<file path="config.mk">
export PLATFORM = sky130hd
export DESIGN_NAME = oh_free_list
export DESIGN_NICKNAME = d
export VERILOG_FILES = /design/src/rtl/oh_free_list_pkg.sv /design/src/rtl/oh_free_list_rr_oh_select.sv /design/src/rtl/oh_free_list.sv
export SDC_FILE = /design/constraint.sdc
export NUM_CORES = 1
export LEC_CHECK = 0
export CAP_MARGIN = 25
export CORE_ASPECT_RATIO = 0.5
export CORE_MARGIN = 10
export CORE_UTILIZATION = 51
export CTS_BUF_LIST = sky130_fd_sc_hd__clkbuf_8 sky130_fd_sc_hd__clkbuf_16
export DETAILED_ROUTE_END_ITERATION = 12
export GPL_ROUTABILITY_DRIVEN = 1
export PLACE_DENSITY = 0.71
export SYNTH_ARGS = -nofsm -noshare
export SYNTH_HDL_FRONTEND = slang
export SYNTH_SLANG_ARGS = --single-unit
</file>
<file path="constraint.sdc">
create_clock -name clock -period 17.9 [get_ports clock]
set_input_delay 1.79 -clock clock [delete_from_list [all_inputs] [get_ports clock]]
set_output_delay 1.79 -clock clock [all_outputs]
set_load 0.05 [all_outputs]
</file>
<file path="src/rtl/oh_free_list_pkg.sv">
// Shared utilities for the one-hot free list and its arbiters.
// Latency: n/a (package: constants and pure functions only).
// Backpressure: n/a.
package oh_free_list_pkg;

    // Widest vector popcount() accepts; callers zero-extend into this width.
    localparam int unsigned POP_MAXW = 1024;

    function automatic int unsigned popcount(input logic [POP_MAXW-1:0] v);
        int unsigned c;
        c = 0;
        for (int i = 0; i < POP_MAXW; i++) begin
            c += {31'd0, v[i]};
        end
        return c;
    endfunction

endpackage

</file>
<file path="src/rtl/oh_free_list_rr_oh_select.sv">
// Round-robin one-hot picker: first set bit of vec at or above ptr, wrapping.
// Latency: combinational, zero cycles.
// Backpressure: none; valid is low when vec is all zero (oh is then zero).
// Ports: vec (candidates), ptr (search start index), oh (one-hot pick), valid (|vec).
module rr_oh_select
    import oh_free_list_pkg::*;
#(
    parameter  int N  = 32,
    localparam int PW = $clog2(N)
) (
    input  logic [N-1:0]  vec,
    input  logic [PW-1:0] ptr,
    output logic [N-1:0]  oh,
    output logic          valid
);

    logic [N-1:0] rot;
    logic [N-1:0] low;

    always_comb begin
        // Rotate right so index ptr lands at bit 0, isolate the lowest set
        // bit, then rotate back into the original index space.
        rot   = N'({vec, vec} >> ptr);
        low   = rot & (~rot + N'(1));
        oh    = N'(({low, low} << ptr) >> N);
        valid = |vec;
    end

endmodule

</file>
<file path="src/rtl/oh_free_list.sv">
// Bitmap free list: grants one entry per cycle as a one-hot vector, accepts bulk frees.
// Latency: grant is combinational (same cycle); frees become allocatable next cycle.
// Backpressure: alloc_gnt drops when no entry is free or during squash.
// Ports: clock/reset (sync, active-high), squash (free everything), alloc_req/alloc_gnt/
// alloc_oh (one-hot grant), free_vec (release mask), free_count/none_free/all_free (status).
// Optional: define OH_FREE_LIST_CHECK_EN to add a sticky err output (double free,
// request while empty, malformed grant vector); cleared by reset or squash.
module oh_free_list
    import oh_free_list_pkg::*;
#(
    parameter  int N  = 32,
    localparam int CW = $clog2(N) + 1,
    localparam int PW = $clog2(N)
) (
    input  logic          clock,
    input  logic          reset,
    input  logic          squash,
    input  logic          alloc_req,
    output logic          alloc_gnt,
    output logic [N-1:0]  alloc_oh,
    input  logic [N-1:0]  free_vec,
    output logic [CW-1:0] free_count,
    output logic          none_free,
    output logic          all_free
`ifdef OH_FREE_LIST_CHECK_EN
    ,
    output logic          err
`endif
);

    logic [N-1:0]  free_bits_q, free_bits_d;
    logic [PW-1:0] ptr_q, ptr_d;
    logic [CW-1:0] free_count_q, free_count_d;

    logic [N-1:0]  pick_oh;
    logic          pick_vld;
    logic [PW-1:0] gnt_idx;
    logic [N-1:0]  newly_freed;

    rr_oh_select #(.N(N)) u_sel (
        .vec   (free_bits_q),
        .ptr   (ptr_q),
        .oh    (pick_oh),
        .valid (pick_vld)
    );

    assign none_free  = (free_count_q == '0);
    assign all_free   = (free_count_q == CW'(N));
    assign free_count = free_count_q;

    // The count and the bitmap agree whenever frees are legal; requiring
    // both keeps an empty bitmap from ever producing a grant.
    assign alloc_gnt = alloc_req & ~none_free & ~squash & pick_vld;
    assign alloc_oh  = alloc_gnt ? pick_oh : '0;

    always_comb begin
        gnt_idx = '0;
        for (int i = 0; i < N; i++) begin
            if (pick_oh[i]) gnt_idx = PW'(i);
        end
    end

    always_comb begin
        // Only releases of held entries count; double frees are absorbed.
        newly_freed  = free_vec & ~free_bits_q;
        // Clearing alloc_oh last makes the grant win over a same-cycle
        // (double) free of the granted entry.
        free_bits_d  = (free_bits_q | free_vec) & ~alloc_oh;
        free_count_d = free_count_q - CW'(alloc_gnt)
                     + CW'(popcount(POP_MAXW'(newly_freed)));
        // N is a power of two, so PW-bit overflow is the mod-N wrap.
        ptr_d        = alloc_gnt ? gnt_idx + PW'(1) : ptr_q;
    end

    always_ff @(posedge clock) begin
        if (reset) begin
            free_bits_q  <= '1;
            ptr_q        <= '0;
            free_count_q <= CW'(N);
        end else if (squash) begin
            free_bits_q  <= '1;
            free_count_q <= CW'(N);
        end else begin
            free_bits_q  <= free_bits_d;
            ptr_q        <= ptr_d;
            free_count_q <= free_count_d;
        end
    end

`ifdef OH_FREE_LIST_CHECK_EN
    logic err_q;
    logic dbl_free;
    logic req_empty;
    logic bad_oh;

    assign dbl_free  = |(free_vec & free_bits_q);
    assign req_empty = alloc_req & none_free;
    assign bad_oh    = |(alloc_oh & (alloc_oh - N'(1)));
    assign err       = err_q;

    always_ff @(posedge clock) begin
        if (reset || squash) begin
            err_q <= 1'b0;
        end else begin
            err_q <= err_q | dbl_free | req_empty | bad_oh;
        end
    end
`endif

endmodule

</file>
# Yosys cells after proc, flatten, opt, wreduce, memory -nomap -nowiden
# Index checks and enable logic that the tools add are counted.
# word_totals
input_bits,36
regBits,43
out_inout_bits,41
wordCells,89
# classes
n_shift,2
bitwise,12
n_addsub,35
n_reduce_logical,4
mux,32
eq_ne,1
# ops
op,n
6-bit by 1-bit adder with 6-bit output,26
5-bit 2-to-1 mux,30
32-bit AND,3
32-bit inverter,3
64-bit by 5-bit << shifter with 64-bit output,1
64-bit by 5-bit right shift with 32-bit output,1
"32-bit by 1-bit adder with 32-bit output, second input constant",1
32-bit 2-to-1 mux,1
32-bit OR,1
32-bit OR reduction,1
5-bit by 1-bit adder with 6-bit output,1
6-bit adder,1
"6-bit == test, second input constant",1
6-bit zero test,1
6-bit by 1-bit subtractor with 6-bit output,1
4-bit by 1-bit adder with 5-bit output,1
"5-bit by 1-bit adder with 5-bit output, second input constant",1
3-bit by 1-bit adder with 4-bit output,1
2-bit by 1-bit adder with 3-bit output,1
1-bit AND,3
1-bit by 1-bit adder with 2-bit output,1
1-bit inverter,2
2-bit AND reduction,1
2-bit OR reduction,1
1-bit 2-to-1 mux,1

# Logic depth before layout (Yosys ltp)
# logic_depth
depth_word,37
mapped_depth,21
depth_no_buf,20

# Modules after synthesis
# From an unflattened synthesis, not the netlist that was laid out.
# hier_totals
hier_cells,1083
hier_area_um2,9350.2
# modules_own_cells
mod,seq_area_each_um2,n_inst,cells_per_inst,area_each_um2
rr_oh_select,0.0,1,717,6135.9
oh_free_list,860.8,1,366,3214.3

# Worst setup path after synthesis
# Ideal clock, no wire load.
# synth_path
kind,register to register
startpoint,"register free_count_q[4], in the netlist free_count[4]"
endpoint,"register free_count_q[4], in the netlist free_count[4]"
slack_ps,10414
setup_time_ps,128
synth_period_minus_slack_ps,7486
arrival_time_ps,7358
n_path_buf,1
required_time_ps,17772
path_stages_with_launch,21
cell_sequence,dfxtp_1 inv_1 ha_1 nor4bb_1 nor3b_1 o21ai_1 inv_1 buf_2 ha_1 fa_1 fa_1 fa_1 fa_1 fa_1 inv_1 fa_1 fa_1 a21o_1 a21oi_1 xor2_1 nor3_1
# synth_between
elab_chain_cells,7
# synth_rtl
item,line_no,source
start: declaration,oh_free_list.sv:33,"logic [CW-1:0] free_count_q, free_count_d;"
start signal: assignment,oh_free_list.sv:79,free_count_q <= CW'(N);
start signal: assignment,oh_free_list.sv:82,free_count_q <= CW'(N);
start signal: assignment,oh_free_list.sv:86,free_count_q <= free_count_d;
6-bit zero test,oh_free_list.sv:47,assign none_free = (free_count_q == '0);
named net none_free,oh_free_list.sv:23,"output logic none_free,"
1-bit inverter,oh_free_list.sv:53,assign alloc_gnt = alloc_req & ~none_free & ~squash & pick_vld;
1-bit AND (3 in series),oh_free_list.sv:53,
named net alloc_gnt,oh_free_list.sv:19,"output logic alloc_gnt,"
6-bit by 1-bit subtractor with 6-bit output,oh_free_list.sv:69,free_count_d = free_count_q - CW'(alloc_gnt)
6-bit adder,oh_free_list.sv:70,+ CW'(popcount(POP_MAXW'(newly_freed)));
# The timed path passes the listed nets, and every way through them passes these cells.
# A chain may end at the register's enable or synchronous reset.

# Worst setup path in the final report
# layout_path
startpoint,register ptr_q[3]
endpoint,output port alloc_oh[11]
# layout_between
elab_chain_cells,6
# layout_rtl
item,line_no,source
start: declaration,oh_free_list.sv:32,"logic [PW-1:0] ptr_q, ptr_d;"
start signal: assignment,oh_free_list.sv:85,ptr_q <= ptr_d;
64-bit by 5-bit right shift with 32-bit output,oh_free_list_rr_oh_select.sv:23,"rot = N'({vec, vec} >> ptr);"
32-bit inverter,oh_free_list_rr_oh_select.sv:24,low = rot & (~rot + N'(1));
32-bit by 1-bit adder with 32-bit output,oh_free_list_rr_oh_select.sv:24,
32-bit AND,oh_free_list_rr_oh_select.sv:24,
64-bit by 5-bit << shifter with 64-bit output (*),oh_free_list_rr_oh_select.sv:25,"oh = N'(({low, low} << ptr) >> N);"
32-bit 2-to-1 mux (*),oh_free_list.sv:54,assign alloc_oh = alloc_gnt ? pick_oh : '0;
end: declaration,oh_free_list.sv:20,"output logic [N-1:0] alloc_oh,"
# Every way passes the cells marked *; elsewhere a longest branch is shown, timed or not.

==> key figures <==
Placed design
  – Port buffer count: 76
  – Final HPWL DP: 30770 um
  – Post-Place Cells: 1367
  – Placed Area: 10170 um2
  – Worst slack, placed: 9601 ps
  – Placer Congestion: 1.026

CTS
  – Cts-stage hold buffer count: 0
  – Buffers from clock root to sink, at most: 2
  – Cts bufs inserted: 5
  – CTS clk-pin slew, worst paths: 60 ps
  – Setup Buffers After CTS: 0
  – CTS H-tree depth: 2
  – Root Buffer: clkbuf_16
  – Resized Gates After CTS: 0
  – Clk_lat worst skew: 290 ps
  – CTS tree: yes
  – Clock Sink Count: 43

Die
  – Area of the core: 17740 um2
  – Die height: 116.1 um
  – Initial Util: 53.05%
  – Row cnt: 34
  – Die W: 212.1 um
  – DIE AREA: 24610 um2
  – I/O pin count: 77

Routing
  – Wirelength per Cell: 28.71 um
  – DRC: 0
  – Drt total wl: 39510 um
  – DRT Pass-1 Iters: 6
  – Number of DRC markers in iteration 0: 1764
  – Vias per inst: 7.584
  – Vias: 10.44k
  – Routed Antenna Nets: 0

Critical path
  – Critical path data required time: 16110 ps
  – Data arrival, critical path: 6890 ps
  – Top delay family on crit path: simple AND/OR/NAND/NOR gates
  – Top cell by count, worst path: mux4_2
  – Crit Path Class: register to primary output
  – CP Launch Type: register
  – CP max stage delay: 830 ps
  – Worst Path Max Fanout: 74
  – R2r startpoint: free_count[2]
  – CP Cell Sequence: buf_4 -> mux4_2 -> mux2i_1 -> nand2_1 -> mux4_2 -> nor3_4 -> nand4_1 -> nor4_1 -> nor3_1 -> o41ai_1 -> nor2_1 -> a21oi_1 -> and2_1 -> clkdlybuf4s50_1
  – CP Capture Type: primary output
  – WP buf/inv: 2
  – Crit. Startpoint: ptr_q[3]
  – Slowest cell on crit path: nor4_1

Hold path
  – HP Class: register to register
  – Hold_sp: free_bits_q[30]

Synthesis
  – Complex-gate fraction of the synthesized area: 18.60%
  – Synth cell count leaders: nor2_1, nand2_1, mux4_2, mux2i_1, o21ai_0
  – Yosys cell types: 108
  – Proportion of synthesized area in mux cells: 28.59%
  – YS warnings: 0
  – Synth Cell Area: 9410 um2
  – Yosys top cell by area: mux4_2
  – Mapped Cells: 1130
  – Synthesized flop and latch total: 43
  – Synth Area in Simple Gates: 28.29%
  – Count leader, synth: nor2_1
  – Top FF cell, synth: dfxtp_1
  – Synthesized-area fraction occupied by adder cells: 8.935%
  – Part of the Yosys area used for sequential elements: 9.148%
  – EDFF count, synth: 0
  – Share of the synthesized area in the top cell type: 16.27%
  – Synth top area cells: mux4_2, dfxtp_1, mux2i_1
  – Area share of xor/xnor cells in the synthesized design: 0.9307%
  – Main combinational cell family by area after synthesis: multiplexers
  – Syn Area/Cell: 8.328 um2
  – Net count after synthesis: 1217
  – Async set-reset flop share out of synthesis: 0%

Finish
  – ANT cells: 0
  – Layout cells sized above 1: 15.67%
  – Final nets: 1228
  – Post-Layout Inst Area: 10350 um2
  – Area growth from synthesis to layout: 9.999%
  – Util after Layout: 58.35%
  – Fill count: 1607
  – Final non-filler cell total: 1376

STA
  – # setup viols final: 0
  – RSZ-0062 raised after global routing: false
  – Final worst setup slack: 9223 ps
  – Crit path time final: 8677 ps
  – Slew Limit Fails: 0
  – Final Hold Vio Count: 0
  – Setup TNS: 0 ps
  – Fmax: 0.1152 GHz
  – Clk_skew: 10.84 ps
  – Final period utilization: 48.48%
  – Slew headroom: 32.62%
  – Measured slew at the worst slew-check pin: 1005 ps
  – Hold_ws: 608.1 ps

Pwr
  – Total chip power: 1.025 mW
  – Peak supply drop: 0.0001174 V
  – PD cells: 98.99 nW/um2
  – Lkg Pwr: 3.366 nW

GRT
  – Vias in the first global route: 9734
  – Initial antenna violation count: 1
  – GRT Total Usage: 31.49%
  – First-pass GRT wire length: 60140 um
  – Largest net degree at the start of global routing: 75
  – GRT overflow: 0

Run
  – Max-cap violations: 0

Status
  – Status: finished clean
[cell families (layout without fill, tap and decap cells)]
group | after synthesis | count (layout)
AOI/OAI and AO/OA | 244 | 244
xor gates and xnor gates | 10 | 10
adders and majority gates | 51 | 51
buffers and inverters | 117 | 129
DFF | 43 | 43
muxes | 173 | 173
and+or+nand+nor | 492 | 492
[cells in the final DEF, fill, tap and decap left out, drive strengths merged, types with 8 or more instances in the layout]
master	synthesis	final
or2	9	9
nand2	73	73
nor2	132	132
and2	28	28
a31oi	13	13
nand4	26	26
o21ai	59	59
o22ai	10	10
clkdlybuf4s50	0	76
inv	30	32
o32ai	8	8
a211oi	17	17
mux4	70	70
nand3	48	48
buf	37	12
ha	24	24
xnor2	8	8
mux2i	61	61
nor2b	11	11
dfxtp	43	43
and3	10	10
a21oi	31	31
fa	27	27
nor4	28	28
mux2	42	42
nand2b	28	28
nor3	51	51
a21o	10	10
or3	10	10
[where the power goes]
| part | total (mW) | leakage (nW) | internal (mW) | switching [mW] |
|---|---|---|---|---|
| logic | 0.776 | 2.93 | 0.291 | 0.485 |
| registers | 0.146 | 0.352 | 0.107 | 0.0393 |
| clock network | 0.103 | 0.0826 | 0.0610 | 0.0418 |
| total | 1.02 | 3.37 | 0.459 | 0.566 |
[registers in the layout, indices dropped and copies added (netlist names)]
register and flops:
free_bits_q 32, free_count 6, ptr_q 5
[per-layer routing]
layer,wire length (um),up-vias,track usage (%)
met4,1082,2,8.663
met1,16400,5051,44.95
li1,-,4403,-
met5,11,-,0
met3,6405,93,10.19
met2,15610,887,44.24
[worst reg2reg max path: cells and delay by family (launching register included)]
kind,cells,cell delay (ps)
AOI/OAI and AO/OA,3,700
DFF,1,370
and+or+nand+nor,3,740
buffers and inverters,3,570
xor gates and xnor gates,1,180
adders and majority gates,9,4080
[worst paths after layout]
check,end,slack (ps),depth (start not counted)
setup / recovery,alloc_oh[11],9220,14
hold / removal,free_bits_q[30],610,2
setup reg to reg,free_count[4],11140,19
hold reg to reg,free_bits_q[30],610,2
[layout make-up]
class | instances | area, um2 | area share [%]
clock buffer | 6 | 150.1 | 1.450
clock inverter | 2 | 17.52 | 0.1692
inverter | 33 | 123.9 | 1.197
multi-input combinational | 970 | 8035 | 77.63
sequential | 43 | 872.1 | 8.425
tap | 234 | 292.8 | 2.828
timing repair buffer | 88 | 859.6 | 8.304
(Power assumes the default switching activity.)
